===== config.mk =====
export PLATFORM = sky130hd
export DESIGN_NAME = fuzzy_sample_loader_flat
export DESIGN_NICKNAME = d
export VERILOG_FILES = /design/src/rtl/fuzzy_sample_loader_if.sv /design/src/rtl/fuzzy_sample_loader.sv /design/src/flat_wrapper.sv
export SDC_FILE = /design/constraint.sdc
export NUM_CORES = 1
export LEC_CHECK = 0
export BUFFER_PORTS_ARGS = -buffer_cell sky130_fd_sc_hd__buf_2
export CAP_MARGIN = 20
export CORE_UTILIZATION = 50
export CTS_CLUSTER_DIAMETER = 120
export CTS_CLUSTER_SIZE = 8
export DETAILED_ROUTE_END_ITERATION = 6
export PLACE_DENSITY_LB_ADDON = 0.25
export SETUP_SLACK_MARGIN = 0.15
export SLEW_MARGIN = 20
export SYNTH_ARGS = -nofsm -noshare
export SYNTH_HDL_FRONTEND = slang
export SYNTH_SLANG_ARGS = --single-unit

===== constraint.sdc =====
create_clock -name wb_clk_i -period 1.87 [get_ports wb_clk_i]
set_input_delay 0.2805 -clock wb_clk_i [delete_from_list [all_inputs] [get_ports wb_clk_i]]
set_output_delay 0.2805 -clock wb_clk_i [all_outputs]
set_load 0.005 [all_outputs]

===== src/rtl/fuzzy_sample_loader_if.sv =====
// Sample stream from the pad loader to the fuzzy wavelet core.
// master drives data/valid, slave returns ready.
interface fuzzy_sample_loader_if #(
   parameter int unsigned DATA_W = 8
) ();
   logic [DATA_W-1:0] smp_data;
   logic              smp_valid;
   logic              smp_ready;

   modport master (
      output smp_data,
      output smp_valid,
      input  smp_ready
   );

   modport slave (
      input  smp_data,
      input  smp_valid,
      output smp_ready
   );
endinterface


===== src/rtl/fuzzy_sample_loader.sv =====
// Pad sample loader: synchronizes an async strobe/data pair and queues one sample per
// strobe rising edge in a first-word-fall-through FIFO drained over valid/ready.
module fuzzy_sample_loader #(
   parameter int unsigned DATA_W = 8,
   parameter int unsigned DEPTH  = 4,
   parameter int unsigned CNT_W  = $clog2(DEPTH + 1)
) (
   input  logic                  wb_clk_i,
   input  logic                  wb_rst_i,
   input  logic [DATA_W-1:0]     pad_data,
   input  logic                  pad_strobe,
   output logic                  pad_busy,
   output logic                  pad_overflow,
   output logic [CNT_W-1:0]      fifo_count,
   fuzzy_sample_loader_if.master smp
);
   localparam int unsigned      PTR_W = $clog2(DEPTH);
   localparam logic [CNT_W-1:0] FULL  = CNT_W'(DEPTH);

   logic              s1_q, s2_q, s3_q;
   logic [DATA_W-1:0] d1_q, d2_q;
   logic [DATA_W-1:0] mem_q [DEPTH];
   logic [PTR_W-1:0]  wr_ptr_q, wr_ptr_d;
   logic [PTR_W-1:0]  rd_ptr_q, rd_ptr_d;
   logic [CNT_W-1:0]  count_q, count_d;
   logic              busy_q;
   logic              overflow_q, overflow_d;
   logic              cap, full, push, pop, not_empty;

   // d1/d2 track s1/s2 so the captured data is aligned with the detected edge.
   always_ff @(posedge wb_clk_i) begin
      if (wb_rst_i) begin
         s1_q <= 1'b0;
         s2_q <= 1'b0;
         s3_q <= 1'b0;
         d1_q <= '0;
         d2_q <= '0;
      end else begin
         s1_q <= pad_strobe;
         s2_q <= s1_q;
         s3_q <= s2_q;
         d1_q <= pad_data;
         d2_q <= d1_q;
      end
   end

   always_comb begin
      not_empty  = (count_q != '0);
      full       = (count_q == FULL);
      cap        = s2_q & ~s3_q;
      pop        = not_empty & smp.smp_ready;
      // A pop in the same cycle frees the slot, so a full FIFO can still accept.
      push       = cap & (~full | pop);
      wr_ptr_d   = wr_ptr_q;
      rd_ptr_d   = rd_ptr_q;
      count_d    = count_q;
      overflow_d = overflow_q | (cap & full & ~pop);
      if (push) begin
         wr_ptr_d = wr_ptr_q + PTR_W'(1);
      end
      if (pop) begin
         rd_ptr_d = rd_ptr_q + PTR_W'(1);
      end
      if (push && !pop) begin
         count_d = count_q + CNT_W'(1);
      end else if (pop && !push) begin
         count_d = count_q - CNT_W'(1);
      end
   end

   always_ff @(posedge wb_clk_i) begin
      if (wb_rst_i) begin
         wr_ptr_q   <= '0;
         rd_ptr_q   <= '0;
         count_q    <= '0;
         busy_q     <= 1'b0;
         overflow_q <= 1'b0;
      end else begin
         wr_ptr_q   <= wr_ptr_d;
         rd_ptr_q   <= rd_ptr_d;
         count_q    <= count_d;
         busy_q     <= (count_d == FULL);
         overflow_q <= overflow_d;
      end
   end

   always_ff @(posedge wb_clk_i) begin
      if (push) begin
         mem_q[wr_ptr_q] <= d2_q;
      end
   end

   assign smp.smp_valid = not_empty;
   assign smp.smp_data  = mem_q[rd_ptr_q];
   assign pad_busy      = busy_q;
   assign pad_overflow  = overflow_q;
   assign fifo_count    = count_q;
endmodule


===== src/flat_wrapper.sv =====
// flat-port wrapper written by rule: the top's interface ports become plain ports
module fuzzy_sample_loader_flat 
#(
   parameter int unsigned DATA_W = 8,
   parameter int unsigned DEPTH  = 4,
   parameter int unsigned CNT_W  = $clog2(DEPTH + 1)
)
  (wb_clk_i, wb_rst_i, pad_data, pad_strobe, pad_busy, pad_overflow, fifo_count, smp_smp_data, smp_smp_valid, smp_smp_ready);
  fuzzy_sample_loader_if #(.DATA_W(DATA_W)) smp_i ();
  input  logic wb_clk_i;
  input  logic wb_rst_i;
  input  logic [DATA_W-1:0] pad_data;
  input  logic pad_strobe;
  output logic pad_busy;
  output logic pad_overflow;
  output logic [CNT_W-1:0] fifo_count;
  output wire logic [$bits(smp_i.smp_data)-1:0] smp_smp_data;
  output wire logic [$bits(smp_i.smp_valid)-1:0] smp_smp_valid;
  input wire logic [$bits(smp_i.smp_ready)-1:0] smp_smp_ready;
  assign smp_smp_data = smp_i.smp_data;
  assign smp_smp_valid = smp_i.smp_valid;
  assign smp_i.smp_ready = smp_smp_ready;
  fuzzy_sample_loader #(.DATA_W(DATA_W), .DEPTH(DEPTH), .CNT_W(CNT_W)) u_core (.wb_clk_i(wb_clk_i), .wb_rst_i(wb_rst_i), .pad_data(pad_data), .pad_strobe(pad_strobe), .pad_busy(pad_busy), .pad_overflow(pad_overflow), .fifo_count(fifo_count), .smp(smp_i));
endmodule

==> metrics.md <==
| Metric | Value |
|---|---|
| CTS tree | yes |
| Initial antenna violation count | 0 |
| Clock buffer depth | 2 |
| R2R depth | 6 |
| Area grow syn2layout | 18.93% |
| TritonRoute pass-1 iters | 4 |
| DRC Markers | 0 |
| Clk Tree Root Cell | clkbuf_8 |
| Syn Std Cell Area | 2287 um2 |
| RD Place Congestion | ~0.81 |
| FF+latch area | around 1600 um2 |
| Largest stage delay, worst path | approximately 0.50 ns |
| Sequential area share after synthesis | 0.6827 |
| Worst vdd ir | roughly 0.66 mV |
| #FFs+latches synth | 62 |
| Layout cells sized above 1 | 0.3474 |
| Lkg Pwr | 1.012 nW |
| Instance count on the critical path | 3 |
| Synth cell types | 32 |
| Worst slew pin tran | ~0.52 ns |
| Vias in the first global route | 1199 |
| TNS Setup | 0 ns |
| Max-Cap Viols | 0 |
| Setup Crit Path Kind | reg -> out |
| Syn Inst Count | about 150 |
| Met3 routed WL | between 150 and 200 um |
| Final core utilization | 0.6204 |
| Crit-path cells | buf_12, mux4_2, buf_2 |
| Critical Path RT | 1.59 ns |
| Async SR Flop Fraction | 0 |
| Critical-path maximum fanout | 8 |
| Hold depth | 2 |
| Final Power | around 3.3 mW |
| Crit path max-delay family | multiplexers |
| Highest Signal Layer | met4 |
| Ant. Diodes | 0 |
| Final WL | around 3.5 mm |
| Post-layout minimum cycle time | ~1.7 ns |
| Worst Setup End Kind | primary output |
| Sink Count | 62 |
| Routed length per instance | 14.38 um |
| Initial Util | 0.5217 |
| H-tree Lvls | 3 |
| Hold Vio Cnt, Final | 0 |
| Fmax | about 580 MHz |
| Met1 wire length | between 1.5 and 2 mm |
| TritonCTS buffer count | 9 |
| CTS hold repair buffers | 0 |
| Post-synth net total | 168 |
| Final HPWL DP | 2.273 mm |
| Buf+Inv Stages, Crit Path | 2 |
| Final Setup Violations | 0 |
| GRT overflow | 0 |
| RSZ-0062 raised after global routing | yes |
| Largest net degree at the start of global routing | 30 |
| Iteration-0 DRC count of the detailed router | 57 |
| Final nets | 204 |
| Multi-input logic area | between 700 and 800 um2 |
| Worst skew pair latency | between 0.3 and 0.4 ns |
| Final Skew | 0.009152 ns |
| Outcome | finished clean |
| Yosys Warn Count | 0 |
| Clk pin slew, worst setup/hold paths | 0.07 ns |
| Top cell type's share of synthesized area | 0.4201 |
| Via density | 5.124 |
| Synth area leader | edfxtp_1 |
| Pwr/cell area | between 1000 and 1500 nW/um2 |
| Metal2 WL | approximately 1.7 mm |
| CP max stage cell | mux4_2 |
| Slew HR | 0.6500 |
| FILL cells | roughly 330 |
| Crit share post-route | 0.9172 |
| Post-synth EDFFs | 32 |
| Die width | slightly below 70 um |
| Worst setup SP type | flop |
| Core area | ~4400 um2 |
| Max Slew Vio Count | 0 |
| Site Rows | 24 |
| Hold Crit Class | in -> reg |
| Crit path arrival time | between 1 and 1.5 ns |
| Top Ports | 26 |
| First-pass GRT wire length | between 5 and 6 mm |
| Synth Flop Type | edfxtp_1 |
| I/O Buffers | 25 |
| Routed Antenna Nets | 0 |
| Syn Area/Cell | ~15 um2 |
| Dominant cells by area after synthesis | edfxtp_1, dfxtp_1, mux4_2 |
| Total number of vias | approximately 1.2k |
| Die height | just under 70 um |
| Die ar. | 4849 um2 |
| All-layer global routing usage | 0.1583 |
[worst reg2reg max path: stages, from the launching register on]
cell and delay [ns]:
dfxtp_4 0.36, inv_4 0.07, ha_4 0.16, nand2b_4 0.07
and3_4 0.18, or4_4 0.50, a2111oi_4 0.29
[where the power goes]
part | switching [mW] | leakage (nW) | internal (mW)
Combinational | 0.348 | 0.396 | 0.438
Clock | 0.490 | 0.0736 | 0.473
Sequential | 0.0719 | 0.542 | 1.52
[cell usage after synthesis (2+ instances only)]
cell,count
o21a_1,2
xor2_1,2
dfxtp_1,30
mux4_2,8
nor3_1,5
and3_1,4
nand2b_4,2
a21oi_1,2
clkbuf_1,4
nor2_1,8
edfxtp_1,32
inv_1,5
nor2b_1,20
ha_1,7
[per-stage QoR]
step / instances / setup slack, ns / instance area, um2 / hold slack [ns]
after detailed placement: 224 / 0.1028 / 2497 / 0.4204
final: 242 / 0.1548 / 2720 / 0.1619
after global routing: 242 / 0.09042 / 2720 / 0.1566
after CTS: 241 / 0.1244 / 2684 / 0.1501
after floorplan: 149 / 0.1427 / 2307 / 0.4087
after global placement: 224 / 0.1759 / 2497 / 0.4176
[sequential cells by signal (all words and copies together), names as in the netlist, named ones only]
register,cells
u_core.wr_ptr_q,2
u_core.mem_q,32
u_core.fifo_count,3
u_core.s2_q,1
u_core.d1_q,8
u_core.pad_overflow,1
u_core.s1_q,1
u_core.rd_ptr_q,2
u_core.s3_q,1
u_core.d2_q,8
u_core.pad_busy,1
[layer usage]
layer  up-vias  GRT usage
li1        610          -
met2        32     0.2524
met3         5    0.04942
met1       593     0.1923
met4         0    0.08667
met5         -          0
[cell type report]
cell class | instances | area share
inverters | 5 | 0.008740
multi-input cells | 76 | 0.2617
repair buffers | 31 | 0.06716
flip-flops and latches | 62 | 0.5773
clock inverters | 6 | 0.01426
clock buffers | 10 | 0.04692
well taps | 52 | 0.02392
[cell usage in the layout, fill, tap and decap left out, types with 2 or more instances in the layout]
cell and n:
edfxtp_1 32, dfxtp_1 27, buf_2 25, nor2b_1 20
clkbuf_8 9, mux4_2 8, nor2_1 8, ha_1 6
nor3_1 5, buf_4 5, and3_1 4, inv_1 3
clkinvlp_4 3, inv_4 2, nand2b_4 2, xor2_1 2
o21a_1 2, a21oi_1 2, clkinv_1 2, dfxtp_4 2
[cells by family (layout without fill, tap and decap cells)]
kind of cell               count (synthesis)  in the layout  share of synthesized area
muxes                                      9              9                    0.08370
adders and majority gates                  7              7                    0.03829
xor gates and xnor gates                   3              3                    0.01149
DFF                                       62             62                     0.6827
buffers and inverters                     11             52                    0.02133
AOI/OAI and AO/OA                         10             10                    0.03446
and+or+nand+nor                           47             47                     0.1280
[timing repair]
action / 4_1_cts / 5_1_grt
pin swaps: 0 / 1
resized for setup: 4 / 5
buffers inserted: 1 / 1
setup endpoints to repair: 9 / 17
[final timing paths]
path                                   startpoint                          to  slack (ns)
setup / recovery                             flop             smp_smp_data[5]        0.15
hold / removal                        pad_data[4]   u_core.d1_q[4]$_SDFF_PP0_        0.16
setup reg to reg  u_core.fifo_count[0]$_SDFF_PP0_  u_core.pad_busy$_SDFF_PP0_        0.16
hold reg to reg         u_core.d1_q[2]$_SDFF_PP0_   u_core.d2_q[2]$_SDFF_PP0_        0.43
No activity file was read; power rests on OpenSTA's default activity.
